<file path="config.mk">
export PLATFORM = sky130hd
export DESIGN_NAME = gf_mixcol_pipe
export DESIGN_NICKNAME = d
export VERILOG_FILES = /design/src/rtl/aes_gf_pkg.sv /design/src/rtl/gf_mul_col.sv /design/src/rtl/gf_mixcol_pipe.sv
export SDC_FILE = /design/constraint.sdc
export NUM_CORES = 2
export LEC_CHECK = 0
export ABC_CLOCK_PERIOD_IN_PS = 1900
export BUFFER_PORTS_ARGS = -buffer_cell sky130_fd_sc_hd__buf_4
export CAP_MARGIN = 20
export CORE_ASPECT_RATIO = 0.7
export CORE_MARGIN = 2
export CORE_UTILIZATION = 55
export DETAILED_ROUTE_END_ITERATION = 7
export PLACE_DENSITY = 0.81
export SLEW_MARGIN = 20
export SYNTH_ARGS = -nofsm -noshare
export SYNTH_HDL_FRONTEND = slang
export SYNTH_SLANG_ARGS = --single-unit
</file>
<file path="constraint.sdc">
create_clock -name clk -period 1.9 [get_ports clk]
set_input_delay 0.095 -clock clk [delete_from_list [all_inputs] [get_ports clk]]
set_output_delay 0.095 -clock clk [all_outputs]
set_load 0.005 [all_outputs]
</file>
<file path="src/rtl/aes_gf_pkg.sv">
// Shared GF(2^8) types and helpers for the AES column-mix datapath.
// Latency: n/a (package only).
// Backpressure: n/a.
package aes_gf_pkg;

  localparam logic [7:0] AES_POLY    = 8'h1B;
  localparam logic       MODE_MIX    = 1'b0;
  localparam logic       MODE_INVMIX = 1'b1;

  typedef logic [7:0]  byte_t;
  typedef logic [31:0] col_t;

  // a, b2, b4, b8 for the four bytes of one column; row 0 sits in the top byte of each field.
  typedef struct packed {
    col_t a;
    col_t b2;
    col_t b4;
    col_t b8;
  } col_prod_t;

  // Multiply by x modulo the AES polynomial.
  function automatic byte_t xtime(input byte_t b);
    return {b[6:0], 1'b0} ^ (b[7] ? AES_POLY : 8'h00);
  endfunction

endpackage

</file>
<file path="src/rtl/gf_mul_col.sv">
// Per-column doubling chain: produces a, 2a, 4a, 8a for every byte of one column.
// Latency: purely combinational.
// Backpressure: none; the caller owns all flow control.
// Ports: col_i = input column, prod_o = {a, b2, b4, b8} (128 bits).
module gf_mul_col
  import aes_gf_pkg::*;
(
  input  col_t      col_i,
  output col_prod_t prod_o
);

  always_comb begin
    prod_o   = '0;
    prod_o.a = col_i;
    for (int r = 0; r < 4; r++) begin
      prod_o.b2[31-8*r -: 8] = xtime(col_i[31-8*r -: 8]);
      prod_o.b4[31-8*r -: 8] = xtime(xtime(col_i[31-8*r -: 8]));
      prod_o.b8[31-8*r -: 8] = xtime(xtime(xtime(col_i[31-8*r -: 8])));
    end
  end

endmodule

</file>
<file path="src/rtl/gf_mixcol_pipe.sv">
// Pipelined AES MixColumns / InvMixColumns over NCOL columns per beat, mode chosen per beat.
// Latency: PIPE_STAGES cycles from input transfer to out_valid; 1 beat/cycle when unstalled.
// Backpressure: valid/ready; empty stages always accept, in_ready depends only on stage state and out_ready.
// Ports: clk/rst (sync, active-high); in_valid/in_ready/in_mode/in_data upstream;
//        out_valid/out_ready/out_mode/out_data downstream; busy = any stage holding a beat.
module gf_mixcol_pipe
  import aes_gf_pkg::*;
#(
  parameter int NCOL        = 4,
  parameter int PIPE_STAGES = 2
) (
  input  logic              clk,
  input  logic              rst,
  input  logic              in_valid,
  output logic              in_ready,
  input  logic              in_mode,
  input  logic [32*NCOL-1:0] in_data,
  output logic              out_valid,
  input  logic              out_ready,
  output logic              out_mode,
  output logic [32*NCOL-1:0] out_data,
  output logic              busy
);

  if (NCOL < 1 || NCOL > 4) begin : g_bad_ncol
    $error("gf_mixcol_pipe: NCOL must be 1..4");
  end
  if (PIPE_STAGES != 1 && PIPE_STAGES != 2) begin : g_bad_pipe
    $error("gf_mixcol_pipe: PIPE_STAGES must be 1 or 2");
  end

  function automatic byte_t pb(input col_t c, input int row);
    return c[31-8*row -: 8];
  endfunction

  // Mode-selected XOR network over the precomputed multiples of one column.
  function automatic col_t mix_col(input logic mode, input col_prod_t p);
    col_t  r;
    byte_t ri;
    int    i1, i2, i3;
    r = '0;
    for (int i = 0; i < 4; i++) begin
      i1 = (i + 1) % 4;
      i2 = (i + 2) % 4;
      i3 = (i + 3) % 4;
      if (mode == MODE_INVMIX) begin
        ri = (pb(p.b8, i)  ^ pb(p.b4, i)  ^ pb(p.b2, i))    // x14
           ^ (pb(p.b8, i1) ^ pb(p.b2, i1) ^ pb(p.a, i1))    // x11
           ^ (pb(p.b8, i2) ^ pb(p.b4, i2) ^ pb(p.a, i2))    // x13
           ^ (pb(p.b8, i3) ^ pb(p.a, i3));                  // x9
      end else begin
        ri = pb(p.b2, i) ^ (pb(p.b2, i1) ^ pb(p.a, i1)) ^ pb(p.a, i2) ^ pb(p.a, i3);
      end
      r[31-8*i -: 8] = ri;
    end
    return r;
  endfunction

  col_prod_t [NCOL-1:0] prod_in;

  for (genvar c = 0; c < NCOL; c++) begin : g_col
    gf_mul_col u_mul (
      .col_i  (in_data[32*c +: 32]),
      .prod_o (prod_in[c])
    );
  end

  if (PIPE_STAGES == 1) begin : g_one
    logic               vld_q, mode_q, adv;
    logic [32*NCOL-1:0] dat_q, dat_d;

    assign adv = !vld_q || out_ready;

    always_comb begin
      dat_d = '0;
      for (int c = 0; c < NCOL; c++) dat_d[32*c +: 32] = mix_col(in_mode, prod_in[c]);
    end

    always_ff @(posedge clk) begin
      if (rst) begin
        vld_q  <= 1'b0;
        mode_q <= 1'b0;
        dat_q  <= '0;
      end else if (adv) begin
        vld_q <= in_valid;
        if (in_valid) begin
          mode_q <= in_mode;
          dat_q  <= dat_d;
        end
      end
    end

    assign in_ready  = adv;
    assign out_valid = vld_q;
    assign out_mode  = mode_q;
    assign out_data  = dat_q;
    assign busy      = vld_q;
  end else begin : g_two
    logic                 s1_vld_q, s1_mode_q, s2_vld_q, s2_mode_q;
    logic                 adv1, adv2;
    col_prod_t [NCOL-1:0] s1_prod_q;
    logic [32*NCOL-1:0]   s2_dat_q, s2_dat_d;

    assign adv2 = !s2_vld_q || out_ready;
    assign adv1 = !s1_vld_q || adv2;

    always_comb begin
      s2_dat_d = '0;
      for (int c = 0; c < NCOL; c++) s2_dat_d[32*c +: 32] = mix_col(s1_mode_q, s1_prod_q[c]);
    end

    always_ff @(posedge clk) begin
      if (rst) begin
        s1_vld_q  <= 1'b0;
        s1_mode_q <= 1'b0;
        s1_prod_q <= '0;
        s2_vld_q  <= 1'b0;
        s2_mode_q <= 1'b0;
        s2_dat_q  <= '0;
      end else begin
        if (adv1) begin
          s1_vld_q <= in_valid;
          if (in_valid) begin
            s1_mode_q <= in_mode;
            s1_prod_q <= prod_in;
          end
        end
        if (adv2) begin
          s2_vld_q <= s1_vld_q;
          if (s1_vld_q) begin
            s2_mode_q <= s1_mode_q;
            s2_dat_q  <= s2_dat_d;
          end
        end
      end
    end

    assign in_ready  = adv1;
    assign out_valid = s2_vld_q;
    assign out_mode  = s2_mode_q;
    assign out_data  = s2_dat_q;
    assign busy      = s1_vld_q | s2_vld_q;
  end

endmodule

</file>
## Yosys cells after proc, flatten, opt, wreduce, memory -nomap -nowiden

Cells that the tools add are included.

| cells by class | value |
|---|---|
| multiplexer cells | 64 |
| bitwise logic cells | 257 |
| reductions and logical operators | 6 |

Operators by type and width:

| operator | number |
|---|---|
| XOR 8 bit | 252 |
| two-way mux 5 bit | 48 |
| two-way mux 8 bit | 16 |
| XOR 8 x 5 -> 8 bit | 4 |
| AND reduction 2 bit | 2 |
| zero test 1 bit | 2 |
| logical OR 1 bit | 2 |
| bitwise OR 1 bit | 1 |

| storage, ports and cells | value |
|---|---|
| register bits after elaboration | 644 |
| bits of input ports | 133 |
| output and inout port bits | 132 |

## Depth between registers and ports, before layout

| depth | value |
|---|---|
| depth in word-level cells | 6 |
| depth in mapped cells | 7 |
| mapped depth without buffers | 5 |

## Cells and area by module

A second synthesis with hierarchy kept.

| unflattened totals | value |
|---|---|
| cell total of the unflattened synthesis | 4017 |
| area, all modules | 34436.8 sq um |

Modules (own cells, without submodules):

| module | times used | cells an instance | area each (sq um) | seq. area each (sq um) |
|---|---|---|---|---|
| gf_mixcol_pipe | 1 | 3473 | 29331.9 | 12892.4 |
| gf_mul_col | 4 | 136 | 1276.2 | 0.0 |

## Worst setup path after synthesis

OpenSTA, ideal clock, no wires.

| timing | value |
|---|---|
| kind | reg2reg |
| start point | register g_two.s1_prod_q[500] (netlist name) |
| end point | register g_two.s2_dat_q[119], in the netlist out_data[119] |
| arrival time | 1.585 ns |
| slack | 0.229 ns |
| stages on the path, launching flop included | 7 |
| buffers on the path | 1 |
| path through | dfxtp_1 -> buf_4 -> xnor2_4 -> xor2_1 -> mux2_2 -> xnor2_1 -> a211oi_1 |

RTL lines:

| element | line | text |
|---|---|---|
| end signal, assigned | gf_mixcol_pipe.sv:132 | `s2_dat_q <= s2_dat_d;` |
| end, declared | gf_mixcol_pipe.sv:102 | `logic [32*NCOL-1:0] s2_dat_q, s2_dat_d;` |

## Worst setup path in the final report

| timing | value |
|---|---|
| start point | register g_two.s1_vld_q |
| end point | register g_two.s1_prod_q[376] in the netlist's numbering |

| between the ends | value |
|---|---|
| word-level cells in the longest chain between the ends | 3 |

Ends and longest elaborated chain:

| element | line | text |
|---|---|---|
| start, declared | gf_mixcol_pipe.sv:99 | `logic s1_vld_q, s1_mode_q, s2_vld_q, s2_mode_q;` |
| start signal, assigned | gf_mixcol_pipe.sv:122 | `s1_vld_q <= in_valid;` |
| zero test 1 bit | gf_mixcol_pipe.sv:105 | `assign adv1 = !s1_vld_q \|\| adv2;` |
| logical OR 1 bit | gf_mixcol_pipe.sv:105 |  |
| AND reduction 2 bit (no line) | - |  |
| end signal, assigned | gf_mixcol_pipe.sv:125 | `s1_prod_q <= prod_in;` |
| end, declared | gf_mixcol_pipe.sv:101 | `col_prod_t [NCOL-1:0] s1_prod_q;` |

Every way passes these cells.
A chain may end at the register's enable or synchronous reset.

==> results.json <==
{
  "status": "complete, no violations",
  "io_buffers": 264,
  "setup_viol": 0,
  "cp_max_fo": 83,
  "cts.sink_count": 404,
  "min_path_type": "in -> reg",
  "synth_cell_types": 29,
  "end_kind": "flip-flop",
  "grt_usage": 0.3076,
  "leakagePower_uw": 0.01095,
  "die_height_um": 172.6,
  "final-max-slew-violation-count": 0,
  "grt_max_degree": 84,
  "place_inst": 3258,
  "die_area_mm2": 0.04226,
  "worst_slew_pin_slew_ns": 0.5760,
  "gp_congestion": 0.9233,
  "cts_inserted_buffers": 42,
  "clock_path_buffers": 3,
  "pre_cts_ws_ns": 0.06085,
  "yosys_warnings": 0,
  "critPathLaunchType": "flip-flop",
  "crit_required_ns": 2.39,
  "wl_um": 66880,
  "cts_tree": "done",
  "yosysSeqAreaShare": 0.3621,
  "antenna_found_initial": 5,
  "die_w_um": 244.9,
  "layout_common_cells": "565 x xnor2_1, 428 x nand2_1, 399 x dfxtp_1",
  "slew_headroom": 0.6160,
  "drtPass1Iterations": 5,
  "instances_no_fill": 3477,
  "min_period_ns": 1.842,
  "drv_cap": 0,
  "ant_nets": 0,
  "clock-skew-final_ns": 0.03011,
  "initial_core_util": 0.5606,
  "clk-insertion-delay-late_ns": 0.58,
  "drive_gt1_frac": 0.1696,
  "fillers": 2907,
  "overflow": 0,
  "power-per-cell-area_mw_per_mm2": 937.2,
  "synth-seq-cells": 404,
  "root_buffer": "clkbuf_16",
  "drtIter0Drc": 1811,
  "criticalPathCategory": "reg -> reg",
  "finalNetCount": 3037,
  "fin_crit_sh": 0.9693,
  "num_vias": 18910,
  "syn2layout_area_growth_pct": 25.15,
  "io_pins": 265,
  "drt-wirelength-per-cell_um": 19.23,
  "setup_slack_ns": 0.05838,
  "hold_viol": 0,
  "hpwlAfterDp_um": 47380,
  "grt_pass1_wl_um": 102700,
  "row_count": 61,
  "drc_errors": 0,
  "grt_pass1_vias": 18400,
  "ir_drop_uv": 708.9,
  "synth_area_mm2": 0.02233,
  "clk_pin_slew_ns": 0.07,
  "synthesis.nets": 2708,
  "core_area_mm2": 0.03984,
  "rsz0062_at_grt": "yes",
  "max_freq_mhz": 543.0,
  "htree_levels": 2,
  "layout_commonest_cell": "xnor2_1",
  "via_per_inst": 5.438,
  "synth_cells": 2575,
  "avgSynthCellArea_um2": 8.673,
  "arrival_ns": 2.33
}
==> stage by stage <==
stage | cell area (µm²) | TNS (ns) | util | power, µW | hold slack [ns]
floorplan | 22330 | 0 | - | 14930 | 0.2245
global placement | 25070 | 0 | 0.6293 | 16930 | 0.3565
detailed placement | 25070 | 0 | 0.6293 | 17120 | 0.3657
CTS | 27870 | 0 | 0.6996 | 26160 | 0.3242
global route | 27950 | -0.1040 | 0.7016 | 27230 | 0.3559
finish | 27950 | 0 | 0.7016 | 26190 | 0.3514
==> state kept, by name, summed over array words and instances, names as in the netlist <==
register and flops:
out_valid 1, out_data 128, g_two.s1_vld_q 1, g_two.s1_prod_q 272
g_two.s1_mode_q 1, out_mode 1
==> worst paths after layout <==
kind | cells after the start | slack, ns | to | startpoint
max reg2reg | 5 | 0.06 | g_two.s1_prod_q[376] | g_two.s1_vld_q
min reg2reg | 2 | 0.46 | g_two.s1_prod_q[420] | g_two.s1_prod_q[420]
max | 5 | 0.06 | g_two.s1_prod_q[376] | g_two.s1_vld_q
min | 4 | 0.35 | g_two.s1_prod_q[356] | in_data[68]
==> final cells by class <==
class / count / area (µm²) / area share
Antenna cell: 5 / 12.51 / 0.0004476
Clock buffer: 53 / 1152 / 0.04123
Clock inverter: 24 / 309.0 / 0.01106
Inverter: 13 / 48.80 / 0.001746
Multi-Input combinational cell: 1949 / 13360 / 0.4781
Sequential cell: 404 / 8094 / 0.2896
Tap cell: 535 / 669.4 / 0.02395
Timing Repair Buffer: 494 / 4302 / 0.1539
==> cells in the mapped netlist <==
| master | count | area, µm² |
|---|---|---|
| nor2_2 | 2 | 12.51 |
| buf_6 | 1 | 11.26 |
| buf_2 | 49 | 245.2 |
| mux2_2 | 19 | 214.0 |
| a211oi_2 | 7 | 87.58 |
| xnor2_4 | 4 | 110.1 |
| buf_4 | 4 | 30.03 |
| buf_1 | 20 | 75.07 |
| xor2_1 | 148 | 1296 |
| clkbuf_1 | 133 | 499.2 |
| nor2_1 | 256 | 960.9 |
| clkbuf_2 | 2 | 10.01 |
| xnor2_1 | 566 | 4957 |
| nand2b_1 | 19 | 118.9 |
| a21oi_1 | 203 | 1016 |
| and2_1 | 11 | 68.82 |
| xnor3_1 | 37 | 833.3 |
| mux2i_1 | 11 | 110.1 |
| xnor2_2 | 17 | 276.5 |
| nand2_1 | 429 | 1610 |
| nand3b_1 | 1 | 7.510 |
| nor3b_1 | 20 | 150.1 |
| a211oi_1 | 191 | 1434 |
| mux2_4 | 1 | 15.01 |
| o21a_1 | 3 | 22.52 |
| inv_1 | 13 | 48.80 |
| nand2_2 | 2 | 12.51 |
| or2_2 | 2 | 12.51 |
| dfxtp_1 | 404 | 8088 |
==> kinds of logic (layout without fill, tap and decap cells) <==
logic type                Yosys count  count (layout)  share of synthesized area
DFF                               404             404                     0.3621
muxes                              31              31                    0.01518
AOI/OAI and AO/OA                 404             404                     0.1146
other                               0               5                          0
and+or+nand+nor                   742             742                     0.1323
xor gates and xnor gates          772             772                     0.3346
buffers and inverters             222             584                    0.04118
==> power breakdown <==
group | switching, µW | internal (µW) | total, µW
logic | 3680 | 3870 | 7550
registers | 665 | 9130 | 9800
clock network | 3690 | 5160 | 8850
==> worst max-delay path, cell delays in order, from the launching register on <==
cell and delay, ns:
dfxtp_1 0.35, nand3b_1 0.27, and2_4 0.35, buf_12 0.33, nand2_1 0.18, a21oi_1 0.21
==> layer usage <==
metal / global-route usage / up-vias / share of wire
li1: - / 8987 / -
met1: 0.4212 / 8965 / 0.43
met2: 0.4927 / 810 / 0.46
met3: 0.06239 / 146 / 0.087
met4: 0.08638 / 0 / 0.027
met5: 0 / - / 0
==> repair_timing <==
| action | in CTS | in global routing |
|---|---|---|
| gates resized for setup | 0 | 8 |
| setup endpoints to repair | 0 | 25 |
| endpoints found under the hold margin | 253 | 0 |
| setup buffers | 0 | 3 |
| hold buffers | 134 | 0 |
No activity file was read; power rests on OpenSTA's default activity.
